<file path="config.mk">
export PLATFORM = sky130hd
export DESIGN_NAME = if_fetch
export DESIGN_NICKNAME = d
export VERILOG_FILES = /design/src/rtl/if_fetch.sv
export SDC_FILE = /design/constraint.sdc
export NUM_CORES = 1
export LEC_CHECK = 0
export ABC_AREA = 1
export CAP_MARGIN = 20
export CORE_UTILIZATION = 49
export DETAILED_ROUTE_END_ITERATION = 12
export HOLD_SLACK_MARGIN = 0.1
export PLACE_DENSITY = 0.89
export SYNTH_ARGS = -nofsm -noshare
export SYNTH_HDL_FRONTEND = slang
export SYNTH_SLANG_ARGS = --single-unit
</file>
<file path="constraint.sdc">
create_clock -name clk -period 2.1 [get_ports clk]
set_input_delay 0.525 -clock clk [delete_from_list [all_inputs] [get_ports clk]]
set_output_delay 0.525 -clock clk [all_outputs]
set_load 0.02 [all_outputs]
</file>
<file path="src/rtl/if_fetch.sv">
// Instruction fetch stage: PC, credit-limited imem requests,
// response buffer toward decode, redirect flush with stale drop.
module if_fetch #(
    parameter int unsigned          IR_WIDTH   = 32,
    parameter logic [IR_WIDTH-1:0]  RESET_PC   = 32'h0000_0000,
    parameter int unsigned          FIFO_DEPTH = 2
) (
    input  logic                clk,
    input  logic                rst_n,
    output logic                imem_req_valid,
    input  logic                imem_req_ready,
    output logic [IR_WIDTH-1:0] imem_req_addr,
    input  logic                imem_rsp_valid,
    input  logic [IR_WIDTH-1:0] imem_rsp_data,
    input  logic                redirect_valid,
    input  logic [IR_WIDTH-1:0] redirect_pc,
    output logic                ir_valid,
    input  logic                ir_ready,
    output logic [IR_WIDTH-1:0] ir,
    output logic [IR_WIDTH-1:0] ir_pc
);
    localparam int unsigned AW = $clog2(FIFO_DEPTH);
    localparam int unsigned CW = AW + 1;
    localparam logic [IR_WIDTH-1:0] STEP = IR_WIDTH'(4);

    typedef struct packed {
        logic [IR_WIDTH-1:0] data;
        logic [IR_WIDTH-1:0] pc;
    } ent_t;

    logic [IR_WIDTH-1:0] pc;
    logic [IR_WIDTH-1:0] rsp_pc;
    logic [IR_WIDTH-1:0] target;
    logic [CW-1:0]       outstanding;
    logic [CW-1:0]       outstanding_nxt;
    logic [CW-1:0]       drop_cnt;
    logic [CW-1:0]       count;
    logic [CW:0]         inflight;
    logic [AW-1:0]       wr_ptr;
    logic [AW-1:0]       rd_ptr;
    ent_t                mem [FIFO_DEPTH];
    logic                req_fire;
    logic                push;
    logic                pop;

    // Credits cover both in-flight words and buffered words, so a
    // response always finds room in the buffer.
    assign inflight = {1'b0, outstanding} + {1'b0, count};

    assign imem_req_valid = rst_n && !redirect_valid
                         && (inflight < (CW+1)'(FIFO_DEPTH));
    assign imem_req_addr  = pc;
    assign req_fire       = imem_req_valid && imem_req_ready;

    assign ir_valid = (count != '0);
    assign ir       = mem[rd_ptr].data;
    assign ir_pc    = mem[rd_ptr].pc;

    assign push = imem_rsp_valid && !redirect_valid && (drop_cnt == '0);
    assign pop  = ir_valid && ir_ready && !redirect_valid;

    assign outstanding_nxt = outstanding + CW'(req_fire)
                           - CW'(imem_rsp_valid);
    assign target = redirect_pc & ~IR_WIDTH'(3);

    always_ff @(posedge clk or negedge rst_n) begin
        if (!rst_n) begin
            pc          <= RESET_PC;
            rsp_pc      <= RESET_PC;
            outstanding <= '0;
            drop_cnt    <= '0;
            count       <= '0;
            wr_ptr      <= '0;
            rd_ptr      <= '0;
            for (int i = 0; i < FIFO_DEPTH; i++) begin
                mem[i] <= '0;
            end
        end else begin
            outstanding <= outstanding_nxt;
            if (redirect_valid) begin
                // Everything still in flight belongs to the old path.
                pc       <= target;
                rsp_pc   <= target;
                drop_cnt <= outstanding_nxt;
                count    <= '0;
                wr_ptr   <= '0;
                rd_ptr   <= '0;
            end else begin
                if (req_fire) begin
                    pc <= pc + STEP;
                end
                if (imem_rsp_valid && (drop_cnt != '0)) begin
                    drop_cnt <= drop_cnt - 1'b1;
                end
                if (push) begin
                    mem[wr_ptr] <= '{data: imem_rsp_data, pc: rsp_pc};
                    wr_ptr      <= wr_ptr + 1'b1;
                    rsp_pc      <= rsp_pc + STEP;
                end
                if (pop) begin
                    rd_ptr <= rd_ptr + 1'b1;
                end
                count <= count + CW'(push) - CW'(pop);
            end
        end
    end

    a_rsp_underflow: assert property (@(posedge clk) disable iff (!rst_n)
        !(imem_rsp_valid && (outstanding == '0)));
    a_drop_bound: assert property (@(posedge clk) disable iff (!rst_n)
        drop_cnt <= outstanding);
    a_fifo_bound: assert property (@(posedge clk) disable iff (!rst_n)
        count <= CW'(FIFO_DEPTH));

endmodule

</file>
# Yosys cells after proc, flatten, opt, wreduce, memory -nomap -nowiden
# Index checks and enable logic that the tools add are counted.
[totals]
register_bits = 200
word_cells = 63
[op_classes]
n_addsub = 10
n_lt_le_gt_ge = 4
n_mux = 17
n_bitwise = 3
reduce_logical = 18
[op_table]
columns = ["operator", "n"]
rows = [
  ["two-way mux 64 bit", 4],
  ["bitwise mux 128 bit", 1],
  ["two-way mux 32 bit", 4],
  ["adder 32 x 3 -> 32 bit (second input constant)", 2],
  ["demux 64 bit (select 1 bit)", 1],
  ["nonzero test 2 bit", 6],
  ["logical AND 1 bit", 9],
  ["two-way mux 2 bit", 3],
  ["adder 2 x 1 -> 2 bit", 2],
  [">= comparator 2 bit (second input constant)", 2],
  ["two-way mux 1 bit", 4],
  ["inverter 1 -> 2 bit", 2],
  ["subtractor 2 x 1 -> 2 bit", 2],
  ["adder 2 x 2 -> 3 bit", 1],
  ["less-than comparator 3 x 2 -> 1 bit (second input constant)", 1],
  ["adder 1 bit (second input constant)", 2],
  ["zero test 2 bit", 1],
  ["less-than comparator 2 x 1 -> 1 bit (second input constant)", 1],
  ["AND reduction 2 bit", 1],
  ["subtractor 2 x 1 -> 2 bit (second input constant)", 1],
  ["zero test 1 bit", 1],
  ["inverter 1 bit", 1],
]

# Depth between registers and ports, before layout
[logic_depth]
ltp_word = 7
ltp_mapped = 15

# Worst setup path after synthesis
# No wires, ideal clock.
[synth_timing]
kind = "flip-flop to flip-flop"
start = "register count[0]"
end = "register drop_cnt[1]"
setup_ps = 77
t_arrival_ps = 2336
path_slack_ps = -313
stages_incl_launch_ff = 16
period_less_slack_ps = 2413
path_cell_list = "dfrtp_1 -> nand2_1 -> inv_1 -> fa_1 -> nor2_1 -> nand3_1 -> inv_2 -> nand2_2 -> buf_4 -> ha_1 -> inv_1 -> ha_1 -> xnor2_1 -> xnor2_1 -> nor2_1 -> a21oi_1"
[synth_between]
elab_chain_cells = 7
[synth_rtl]
columns = ["element", "line_no", "rtl"]
rows = [
  ["start: declaration", "37", "logic [CW-1:0] count;"],
  ["start signal: assignment", "103", "count <= count + CW'(push) - CW'(pop);"],
  ["adder 2 x 2 -> 3 bit", "48", "assign inflight = {1'b0, outstanding} + {1'b0, count};"],
  ["less-than comparator 3 x 2 -> 1 bit", "51", "&& (inflight < (CW+1)'(FIFO_DEPTH));"],
  ["logical AND 1 bit", "51", ""],
  ["net imem_req_valid", "10", "output logic imem_req_valid,"],
  ["logical AND 1 bit", "53", "assign req_fire = imem_req_valid && imem_req_ready;"],
  ["adder 2 x 1 -> 2 bit", "62", "assign outstanding_nxt = outstanding + CW'(req_fire)"],
  ["subtractor 2 x 1 -> 2 bit", "63", "- CW'(imem_rsp_valid);"],
  ["net outstanding_nxt[1]", "35", "logic [CW-1:0] outstanding_nxt;"],
  ["two-way mux 2 bit", "80", "if (redirect_valid) begin"],
  ["end signal: assignment", "84", "drop_cnt <= outstanding_nxt;"],
  ["end signal: assignment", "93", "drop_cnt <= drop_cnt - 1'b1;"],
  ["end: declaration", "36", "logic [CW-1:0] drop_cnt;"],
]
# The timed path passes the listed nets, and every way through them passes these cells.
# A chain may end at the register's enable or synchronous reset.

# Worst setup path after layout
[layout_timing]
start = "register count[0]"
end = "output imem_req_valid"
[layout_between]
elab_chain_cells = 3
[layout_rtl]
columns = ["element", "line_no"]
rows = [
  ["adder 2 x 2 -> 3 bit", "48"],
  ["less-than comparator 3 x 2 -> 1 bit", "51"],
  ["logical AND 1 bit", "51"],
  ["end: declaration", "10"],
]
# Every way passes these cells.

==> run_results.csv <==
group,metric,value,unit
floorplanning,floorplan.initialDensity,0.5056,
cts,numCtsBuffers,17,
global_route,antenna_found_initial,0,
synthesis,ys_ff_latch,192,
setup_path,critPathCaptureType,"output port",
floorplanning,die-area,20850,um2
synthesis,synth_cell_types,42,
placed_design,globalplace.congestion,0.9268,
power_and_ir_drop,clock_power_share,0.222,
setup_path,r2r_start,"count[0]",
cts,clock_latency,0.43,ns
status,violations,"setup timing",
cts,clock_sinks,192,
cells_and_area,final_common_cell,"nand2_1",
synthesis,synth_top_area_frac,0.4835,
detailed_routing,m1WireLength,11.32,mm
cts,max-clock-path-buffers,2,
floorplanning,pin_count,168,
detailed_routing,ant_nets,0,
cells_and_area,nFillCells,1613,
power_and_ir_drop,netSwitchingFraction,0.3775,
power_and_ir_drop,switchingPower,5.528,mW
floorplanning,rows,51,
cells_and_area,final_area,12880,um2
detailed_routing,wl_met2,13.00,mm
synthesis,syn-instance-count,1322,
setup_path,crit_chain,"nand2_1 -> inv_1 -> fa_1 -> nor2_2 -> nand3_1 -> inv_2 -> buf_4",
detailed_routing,routed.top_layer,"met4",
sta,fin_crit_sh,1.130,
global_route,grt_pass1_wl,43.21,mm
global_route,grt_pass1_vias,8893,
cells_and_area,drive_gt1_frac,0.1483,
detailed_routing,drc,0,
power_and_ir_drop,power.total,14.65,mW
synthesis,yosys_warnings,0,
sta,fmax,421.5,MHz
placed_design,io_buffers,161,
synthesis,synthesis.area,9937,um2
run,max-cap-violations,0,
synthesis,synthArstFlopShare,1.000,
cells_and_area,nNetsFinal,1576,
cells_and_area,final_cell_mix,"nand2_1, dfrtp_1, o21ai_0",
placed_design,postPlaceCellArea,12090,um2
sta,setup_tns,-0.6575,ns
global_route,grt_overflow,0,
setup_path,crit_type,"flip-flop to output port",
setup_path,arrival,1.85,ns
sta,finalWorstSetupSlack,-0.2723,ns
synthesis,synth_area_leaders,"dfrtp_1, nand2_1, o21ai_0",
setup_path,crit_fanout,2,
status,outcome,"finished with violations",
cts,cts.clk_slew.worst_paths,0.07,ns
detailed_routing,wl_per_cell,15.33,um
sta,worst_pin_slew,0.7248,ns
detailed_routing,vias_per_cell,5.317,
cts,cts_tree,"done",
synthesis,synth_edf_count,0,
floorplanning,die_w,144.4,um
power_and_ir_drop,cellLeakagePower,6.506,nW
setup_path,crit_path_start,"count[0]",
power_and_ir_drop,p_int,9.117,mW
sta,finalHoldViolCount,0,
floorplanning,core_area,19650,um2
global_route,grt_max_degree,140,
synthesis,syn_avg_cell_area,7.517,um2
detailed_routing,drt_first_pass_iters,5,
sta,slew_headroom,0.5168,
floorplanning,fp.dieH,144.4,um
sta,period_needed,2.372,ns
detailed_routing,dr.first_iter.drc_count,679,
min_path,hp-class,"input port to asynchronous set/reset pin",
detailed_routing,wl_met3,2.470,mm
sta,drv_slew,0,
cells_and_area,diodes,0,
cts,cts_root_buffer,"clkbuf_16",
power_and_ir_drop,pwr-share-seq,0.397,
global_route,grt_usage,0.2674,
setup_path,critical_path_required,1.57,ns
setup_path,critPathLaunchType,"flip-flop",
power_and_ir_drop,power_frac_comb,0.381,
setup_path,critPathSlowestCell,"fa_1",
detailed_routing,vias,9438,
sta,skew,0.008158,ns
placed_design,hpwl,18.58,mm
setup_path,cp_slowest_stage_delay,0.45,ns
synthesis,yosys.area.top_type,"dfrtp_1",
cts,htreeDepth,4,
cells_and_area,syn2layout_area_growth,29.64,%
sta,rsz0062_at_grt,"yes",
power_and_ir_drop,peakVddDrop,0.5805,mV
sta,setup_viol,5,
synthesis,synth-seq-area-share,0.4835,
power_and_ir_drop,p_per_area,1137,nW/um2
detailed_routing,drt_wl_total,27.21,mm
synthesis,synthFlopType,"dfrtp_1",
## worst paths after layout
kind	endpoint	slack [ns]	cells past startpoint
worst min-delay path	mem[59]	0.26	2
worst max-delay path	imem_req_valid	-0.27	7
worst min register to register	mem[112]	0.49	2
max in group asynchronous	rsp_pc[28]	0.95	3
min in group clk	mem[112]	0.49	2
worst max register to register	drop_cnt[1]	-0.26	14
## final cells by class
class / instances / area, um2 / area share
flip-flops and latches: 192 / 4806 / 0.3731
multi-input cells: 936 / 4469 / 0.3469
repair buffers: 213 / 2155 / 0.1672
inverters: 138 / 530.5 / 0.04118
clock buffers: 20 / 456.7 / 0.03545
well taps: 265 / 331.6 / 0.02574
clock inverters: 11 / 133.9 / 0.01039
## sequential cells by signal, summed over array words and instances (netlist names)
| register | flops |
|---|---|
| mem | 124 |
| wr_ptr | 1 |
| rd_ptr | 1 |
| imem_req_addr | 30 |
| outstanding | 2 |
| count | 2 |
| rsp_pc | 30 |
| drop_cnt | 2 |
## power by group through the flow
stage / Clock, mW / Sequential [mW] / Combinational (mW)
floorplan: 0 / 5.72 / 3.11
global placement: 0 / 5.75 / 5.44
detailed placement: 0 / 5.82 / 5.60
CTS: 3.29 / 5.77 / 5.22
global route: 3.43 / 5.97 / 6.16
finish: 3.25 / 5.82 / 5.58
## cells in the mapped netlist (10+ instances only)
cell      instances
a21oi_1          16
buf_2            21
clkbuf_1         27
dfrtp_1         192
inv_1           132
nand2_1         521
nand3_1          65
nor2_1           51
nor2_4           10
nor3_1           16
o211ai_1         11
o21ai_0         148
o21ai_1          17
xor2_1           10
## repair_timing
action | CTS | global route
setup endpoints to repair | 84 | 78
resized for setup | 249 | 112
hold buffers | 0 | 0
pin swaps | 2 | 8
gates cloned | 4 | 2
setup buffers | 4 | 1
## critical path: cells and delay by family, from the launching register on
| family | cells | cell delay [ns] |
|---|---|---|
| buffers and inverters | 3 | 0.28 |
| flip-flops | 1 | 0.38 |
| AND/OR/NAND/NOR | 3 | 0.31 |
| adder cells (fa/ha/maj) | 1 | 0.45 |
## logic make-up (layout without fill, tap and decap cells)
family,after synthesis,count (layout),synth area share
AND/OR/NAND/NOR,696,696,0.2950
AO/OA/AOI/OAI,212,212,0.1147
buffers and inverters,197,382,0.08147
flip-flops,192,192,0.4835
XOR/XNOR,16,16,0.01410
adder cells (fa/ha/maj),8,8,0.01083
other,1,4,0.0003774
## metal layers
layer	vias to the layer above	global-route usage
met5	-	0
met2	417	0.4433
met3	37	0.05000
met4	0	0.07978
met1	4476	0.3552
li1	4508	-
## metrics by stage
stage	hold slack (ns)	setup WS, ns	cells	util
2_1_floorplan	0.2294	-0.2897	1325	-
3_5_place_dp	0.4728	-0.2840	1733	0.6153
3_3_place_gp	0.4646	-0.2298	1733	0.6153
5_1_grt	0.3288	-0.3840	1775	0.6555
6_report	0.2645	-0.2723	1775	0.6555
4_1_cts	0.2941	-0.2431	1772	0.6425
(Power assumes the default switching activity.)
